### src/rtl/terminal_pkg.sv
// rtl/terminal_pkg.sv - shared constants and FSM state type for the text terminal sequencer
// Contents: screen geometry defaults, control-code bytes, RGB444 colours, sequencer state enum.
package terminal_pkg;

  localparam int TEXT_COLS_DEF = 106;
  localparam int TEXT_ROWS_DEF = 30;

  localparam logic [7:0] CH_BS    = 8'h08;
  localparam logic [7:0] CH_LF    = 8'h0A;
  localparam logic [7:0] CH_FF    = 8'h0C;
  localparam logic [7:0] CH_CR    = 8'h0D;
  localparam logic [7:0] COL_W    = 8'h11;
  localparam logic [7:0] COL_R    = 8'h12;
  localparam logic [7:0] COL_G    = 8'h13;
  localparam logic [7:0] COL_B    = 8'h14;
  localparam logic [7:0] CH_SPACE = 8'h20;
  localparam logic [7:0] CH_TILDE = 8'h7E;

  localparam logic [11:0] COLOR_WHITE = 12'hFFF;
  localparam logic [11:0] COLOR_RED   = 12'hF00;
  localparam logic [11:0] COLOR_GREEN = 12'h0F0;
  localparam logic [11:0] COLOR_BLUE  = 12'h00F;

  typedef enum logic [2:0] {
    ST_IDLE,
    ST_DECODE,
    ST_ISSUE,
    ST_WAIT,
    ST_CLR_ISSUE,
    ST_CLR_WAIT
  } state_t;

endpackage

### src/rtl/byte_fifo.sv
// rtl/byte_fifo.sv - synchronous byte FIFO with read-ahead head
// Ports: clk/rst (sync, active-high); wdata/push write side; pop read side;
//        head = oldest byte (valid while !empty); full, empty, level = occupancy.
module byte_fifo
  import terminal_pkg::*;
#(
  parameter int DEPTH = 16
) (
  input  logic                     clk,
  input  logic                     rst,
  input  logic [7:0]               wdata,
  input  logic                     push,
  input  logic                     pop,
  output logic [7:0]               head,
  output logic                     full,
  output logic                     empty,
  output logic [$clog2(DEPTH):0]   level
);

  localparam int AW = $clog2(DEPTH);

  logic [7:0]    mem [DEPTH];
  logic [AW-1:0] wr_ptr;
  logic [AW-1:0] rd_ptr;
  logic [AW:0]   count;
  logic          do_push;

  // A push into a full FIFO still lands when the head leaves in the same cycle.
  assign do_push = push && (!full || pop);
  assign full    = (count == (AW+1)'(DEPTH));
  assign empty   = (count == '0);
  assign level   = count;
  assign head    = mem[rd_ptr];

  always_ff @(posedge clk) begin
    if (do_push) begin
      mem[wr_ptr] <= wdata;
    end
  end

  always_ff @(posedge clk) begin
    if (rst) begin
      wr_ptr <= '0;
      rd_ptr <= '0;
      count  <= '0;
    end else begin
      if (do_push) begin
        wr_ptr <= wr_ptr + 1'b1;
      end
      if (pop) begin
        rd_ptr <= rd_ptr + 1'b1;
      end
      case ({do_push, pop})
        2'b10:   count <= count + 1'b1;
        2'b01:   count <= count - 1'b1;
        default: count <= count;
      endcase
    end
  end

endmodule

### src/rtl/text_terminal_sequencer.sv
// rtl/text_terminal_sequencer.sv - turns received UART bytes into character-cell write requests
// Ports: clk/rst (sync, active-high); rx_data/rx_valid byte input; char_busy/char_done from
//        the VRAM writer; write_char + ascii_out/color_out/text_x/text_y request;
//        rx_overflow drop pulse; busy; fifo_level occupancy.
module text_terminal_sequencer
  import terminal_pkg::*;
#(
  parameter int          TEXT_COLS     = TEXT_COLS_DEF,
  parameter int          TEXT_ROWS     = TEXT_ROWS_DEF,
  parameter int          FIFO_DEPTH    = 16,
  parameter logic [11:0] DEFAULT_COLOR = 12'hFFF
) (
  input  logic                          clk,
  input  logic                          rst,
  input  logic [7:0]                    rx_data,
  input  logic                          rx_valid,
  input  logic                          char_busy,
  input  logic                          char_done,
  output logic                          write_char,
  output logic [6:0]                    ascii_out,
  output logic [11:0]                   color_out,
  output logic [6:0]                    text_x,
  output logic [4:0]                    text_y,
  output logic                          rx_overflow,
  output logic                          busy,
  output logic [$clog2(FIFO_DEPTH):0]   fifo_level
);

  localparam logic [6:0] LAST_X = 7'(TEXT_COLS - 1);
  localparam logic [4:0] LAST_Y = 5'(TEXT_ROWS - 1);

  state_t     state;
  state_t     next_state;
  logic [7:0] cur_byte;
  logic [7:0] fifo_head;
  logic       fifo_full;
  logic       fifo_empty;
  logic       pop;
  logic       no_adv;
  logic       printable;
  logic       last_cell;
  logic [4:0] next_row;
  logic [6:0] adv_x;
  logic [4:0] adv_y;

  assign pop = (state == ST_IDLE) && !fifo_empty;

  byte_fifo #(
    .DEPTH (FIFO_DEPTH)
  ) u_fifo (
    .clk   (clk),
    .rst   (rst),
    .wdata (rx_data),
    .push  (rx_valid),
    .pop   (pop),
    .head  (fifo_head),
    .full  (fifo_full),
    .empty (fifo_empty),
    .level (fifo_level)
  );

  assign printable = (cur_byte >= CH_SPACE) && (cur_byte <= CH_TILDE);
  assign last_cell = (text_x == LAST_X) && (text_y == LAST_Y);
  assign next_row  = (text_y == LAST_Y) ? '0 : text_y + 5'd1;

  // Row-major cursor step; the last cell wraps to (0,0), which also ends a clear there.
  always_comb begin
    adv_x = text_x + 7'd1;
    adv_y = text_y;
    if (text_x == LAST_X) begin
      adv_x = '0;
      adv_y = next_row;
    end
  end

  always_ff @(posedge clk) begin
    if (rst) begin
      state <= ST_IDLE;
    end else begin
      state <= next_state;
    end
  end

  always_comb begin
    next_state = state;
    case (state)
      ST_IDLE: begin
        if (!fifo_empty) next_state = ST_DECODE;
      end
      ST_DECODE: begin
        if (printable)                                 next_state = ST_ISSUE;
        else if (cur_byte == CH_BS && text_x != '0)    next_state = ST_ISSUE;
        else if (cur_byte == CH_FF)                    next_state = ST_CLR_ISSUE;
        else                                           next_state = ST_IDLE;
      end
      ST_ISSUE: begin
        if (!char_busy) next_state = ST_WAIT;
      end
      ST_WAIT: begin
        if (char_done) next_state = ST_IDLE;
      end
      ST_CLR_ISSUE: begin
        if (!char_busy) next_state = ST_CLR_WAIT;
      end
      ST_CLR_WAIT: begin
        if (char_done) next_state = last_cell ? ST_IDLE : ST_CLR_ISSUE;
      end
      default: next_state = ST_IDLE;
    endcase
  end

  always_comb begin
    write_char = 1'b0;
    if ((state == ST_ISSUE || state == ST_CLR_ISSUE) && !char_busy) begin
      write_char = 1'b1;
    end
    busy = (state != ST_IDLE) || !fifo_empty;
  end

  always_ff @(posedge clk) begin
    if (rst) begin
      cur_byte    <= '0;
      ascii_out   <= '0;
      color_out   <= DEFAULT_COLOR;
      text_x      <= '0;
      text_y      <= '0;
      no_adv      <= 1'b0;
      rx_overflow <= 1'b0;
    end else begin
      rx_overflow <= rx_valid && fifo_full && !pop;
      if (pop) begin
        cur_byte <= fifo_head;
      end
      case (state)
        ST_DECODE: begin
          if (printable) begin
            ascii_out <= cur_byte[6:0];
          end else begin
            case (cur_byte)
              CH_CR: text_x <= '0;
              CH_LF: text_y <= next_row;
              CH_BS: begin
                // Erase the previous cell in place; the write must not move the cursor.
                if (text_x != '0) begin
                  text_x    <= text_x - 7'd1;
                  ascii_out <= CH_SPACE[6:0];
                  no_adv    <= 1'b1;
                end
              end
              CH_FF: begin
                text_x    <= '0;
                text_y    <= '0;
                ascii_out <= CH_SPACE[6:0];
              end
              COL_W:   color_out <= COLOR_WHITE;
              COL_R:   color_out <= COLOR_RED;
              COL_G:   color_out <= COLOR_GREEN;
              COL_B:   color_out <= COLOR_BLUE;
              default: ;
            endcase
          end
        end
        ST_WAIT: begin
          if (char_done) begin
            if (no_adv) begin
              no_adv <= 1'b0;
            end else begin
              text_x <= adv_x;
              text_y <= adv_y;
            end
          end
        end
        ST_CLR_WAIT: begin
          if (char_done) begin
            text_x <= adv_x;
            text_y <= adv_y;
          end
        end
        default: ;
      endcase
    end
  end

endmodule

### config.mk
export PLATFORM = sky130hd
export DESIGN_NAME = text_terminal_sequencer
export DESIGN_NICKNAME = d
export VERILOG_FILES = /design/src/rtl/terminal_pkg.sv /design/src/rtl/byte_fifo.sv /design/src/rtl/text_terminal_sequencer.sv
export SDC_FILE = /design/constraint.sdc
export NUM_CORES = 1
export LEC_CHECK = 0
export BUFFER_PORTS_ARGS = -buffer_cell sky130_fd_sc_hd__buf_2
export CAP_MARGIN = 25
export CORE_MARGIN = 3
export CORE_UTILIZATION = 60
export DETAILED_ROUTE_END_ITERATION = 7
export PLACE_DENSITY = 0.88
export SYNTH_ARGS = -nofsm -noshare
export SYNTH_HDL_FRONTEND = slang
export SYNTH_SLANG_ARGS = --single-unit
### constraint.sdc
create_clock -name clk -period 2.85 [get_ports clk]
set_input_delay 0.285 -clock clk [delete_from_list [all_inputs] [get_ports clk]]
set_output_delay 0.285 -clock clk [all_outputs]
set_load 0.01 [all_outputs]
==> metrics <==
Power Total 0.00784 W; DR vias/cell 6.75; Reg2Reg Depth 9; Most used DFF post-synth edfxtp_1; # diodes 0; Min Clock Period, post-route 2.51 ns; cts repair resizes 0; library cells used by synthesis 74; yosys synthesis warning count 0; core area 0.0123 sq mm; unrepaired setup endpoints after global routing no; mapped cell area 0.00772 sq mm; Hold Buf Count CTS 0; Seq/Total Area, Yosys 0.622; first-pass GRT wire length 28.4 mm; met2 WL post-DR 9.10 mm; Die Height 119 um; CP max FO 6; Peak Freq 398 MHz; Initial DRC Count 709; clock root buffer clkbuf_16; die extent in x 119 um; Wirelength per Cell 23.3 um; H-tree Lvls 4; pin count of the biggest net entering global routing 36; worst-skew pair later-pin latency 0.43 ns; critical path launch point type register; status finished clean; most common cell in the netlist edfxtp_1; die area 0.0143 sq mm; Fin. Hold Viols 0; skew final 0.00891 ns; placed cell count 755; EDFF count, synth 128; final non-filler cell total 784; Arrival @ worst endpoint 2.82 ns; vias 5292; Residual DRC 0; layout cells sized above 1 0.247; Hold Path Stages 3; required time worst endpoint 3.16 ns; met3 routed WL 1.67 mm; slew margin rel. 0.316; CTS tree done; met1 WL 6.57 mm; row count 40; setup bufs post-CTS 0; syn_nets 579; ys async rst share 0; final hold slack 0.189 ns; Clock Tree Buf Depth 2; Leakage 3.07 nW; GRT overflow 0; 1st-pass router iterations 5; # setup viols final 0; pwr/cell area 893 mW/mm^2; final period utilization 0.882; io pins 52; antenna violations before repair 0; Inserted Clock Buffers 17; Starting Density 0.627; DRT antenna net count 0; top cells by instance count after synthesis edfxtp_1, dfxtp_1, nor2_1, nand2_1, mux4_2; slew at the pin closest to its max-slew limit 1.03 ns; number of synthesized register bits 176; mean post-synth cell area 14.0 sq um; Post-DP HPWL 11.0 mm; Worst VDD drop 0.608 mV; Synth top area share 0.498; gr usage total 0.264; cells taking the most area after synthesis edfxtp_1, dfxtp_1, mux4_2, ha_1, nor2_1; endpoint class of the critical path register; highest routed layer met4; final setup TNS 0 ns; area leader, netlist edfxtp_1; Crit Path Class reg2reg; placer's final routability congestion estimate 0.837; utilization after layout 0.713; Port Buf Inserts 51; CTS clk-pin slew, worst paths 0.07 ns; fill count 773; HP Class in2reg; final wirelength 18.3 mm; area added between synthesis and finish 13.7%; clock sinks 176; fin. max-slew vios 0; max-cap violations 0; vias in the first global route 5024; Cells after Synth 553; Final Net Count 632
-- per-layer routing --
metal | vias to the layer above | GRT usage
met4 | 0 | 0.132
met5 | - | 0
met3 | 84 | 0.0598
met1 | 2576 | 0.337
li1 | 2254 | -
met2 | 378 | 0.430
-- where the power goes --
group	internal (W)	switching, W	total, W
logic	0.000950	0.00129	0.00224
clock network	0.00147	0.000968	0.00243
registers	0.00292	0.000247	0.00317
-- registers in the layout (all words and copies together), names as in the netlist, 3 cells and up --
name           count
u_fifo.level       5
state              3
color_out          3
u_fifo.wr_ptr      4
text_x             7
ascii_out          7
text_y             5
u_fifo.mem       128
u_fifo.rd_ptr      4
cur_byte           8
-- area by class of cell --
| cell class | count | area, sq um | share of cell area |
|---|---|---|---|
| timing repair buffer | 76 | 443 | 0.0505 |
| sequential | 176 | 4810 | 0.548 |
| inverter | 16 | 60.1 | 0.00684 |
| tap | 168 | 210 | 0.0239 |
| multi-input combinational | 319 | 2650 | 0.302 |
| clock inverter | 11 | 180 | 0.0205 |
| clock buffer | 18 | 429 | 0.0489 |
-- worst max-delay path, cell delays in order, from the launching register on --
cell	delay (ns)
dfxtp_1	0.37
nor4_2	0.51
a21oi_1	0.23
mux2_2	0.31
ha_1	0.22
or3_1	0.32
a21oi_1	0.15
a32oi_1	0.08
xnor2_1	0.16
nor2_1	0.05
-- path summary, 6_finish.rpt --
kind / from / end / slack [ns]
worst max-delay path: u_fifo.level[0]$_SDFFE_PP0P_ / u_fifo.level[4]$_SDFFE_PP0P_ / 0.34
worst min-delay path: rx_valid / rx_overflow$_SDFF_PP0_ / 0.19
worst max register to register: u_fifo.level[0]$_SDFFE_PP0P_ / u_fifo.level[4]$_SDFFE_PP0P_ / 0.34
worst min register to register: ascii_out[0]$_SDFFE_PP0P_ / ascii_out[0]$_SDFFE_PP0P_ / 0.48
-- placed cells by master (no fill, tap or decap), drive strengths merged, types with 9 or more instances in the layout --
master / netlist / routed
a22o: 9 / 9
clkbuf: 24 / 18
nor2: 38 / 38
nor3: 15 / 15
o21ai: 9 / 9
edfxtp: 128 / 128
o22ai: 11 / 11
nand2: 34 / 34
ha: 13 / 13
inv: 16 / 20
nand3: 11 / 11
mux4: 32 / 32
a21oi: 21 / 21
dfxtp: 48 / 48
buf: 18 / 76
-- stage by stage --
step	setup slack [ns]	cell area (sq um)
after floorplan	0.361	7720
final	0.336	8780
after global routing	0.118	8780
after detailed placement	0.328	8170
after global placement	0.480	8170
after CTS	0.336	8780
-- cells by family (layout without fill, tap and decap cells) --
kind of cell	Yosys count	after routing	share of synthesized area
multiplexers	37	37	0.100
AO/OA/AOI/OAI	104	104	0.104
XOR/XNOR	14	14	0.0159
buffers and inverters	58	121	0.0345
adder cells (fa/ha/maj)	13	13	0.0211
flip-flops	176	176	0.622
AND/OR/NAND/NOR	151	151	0.102
(Power assumes the default switching activity.)
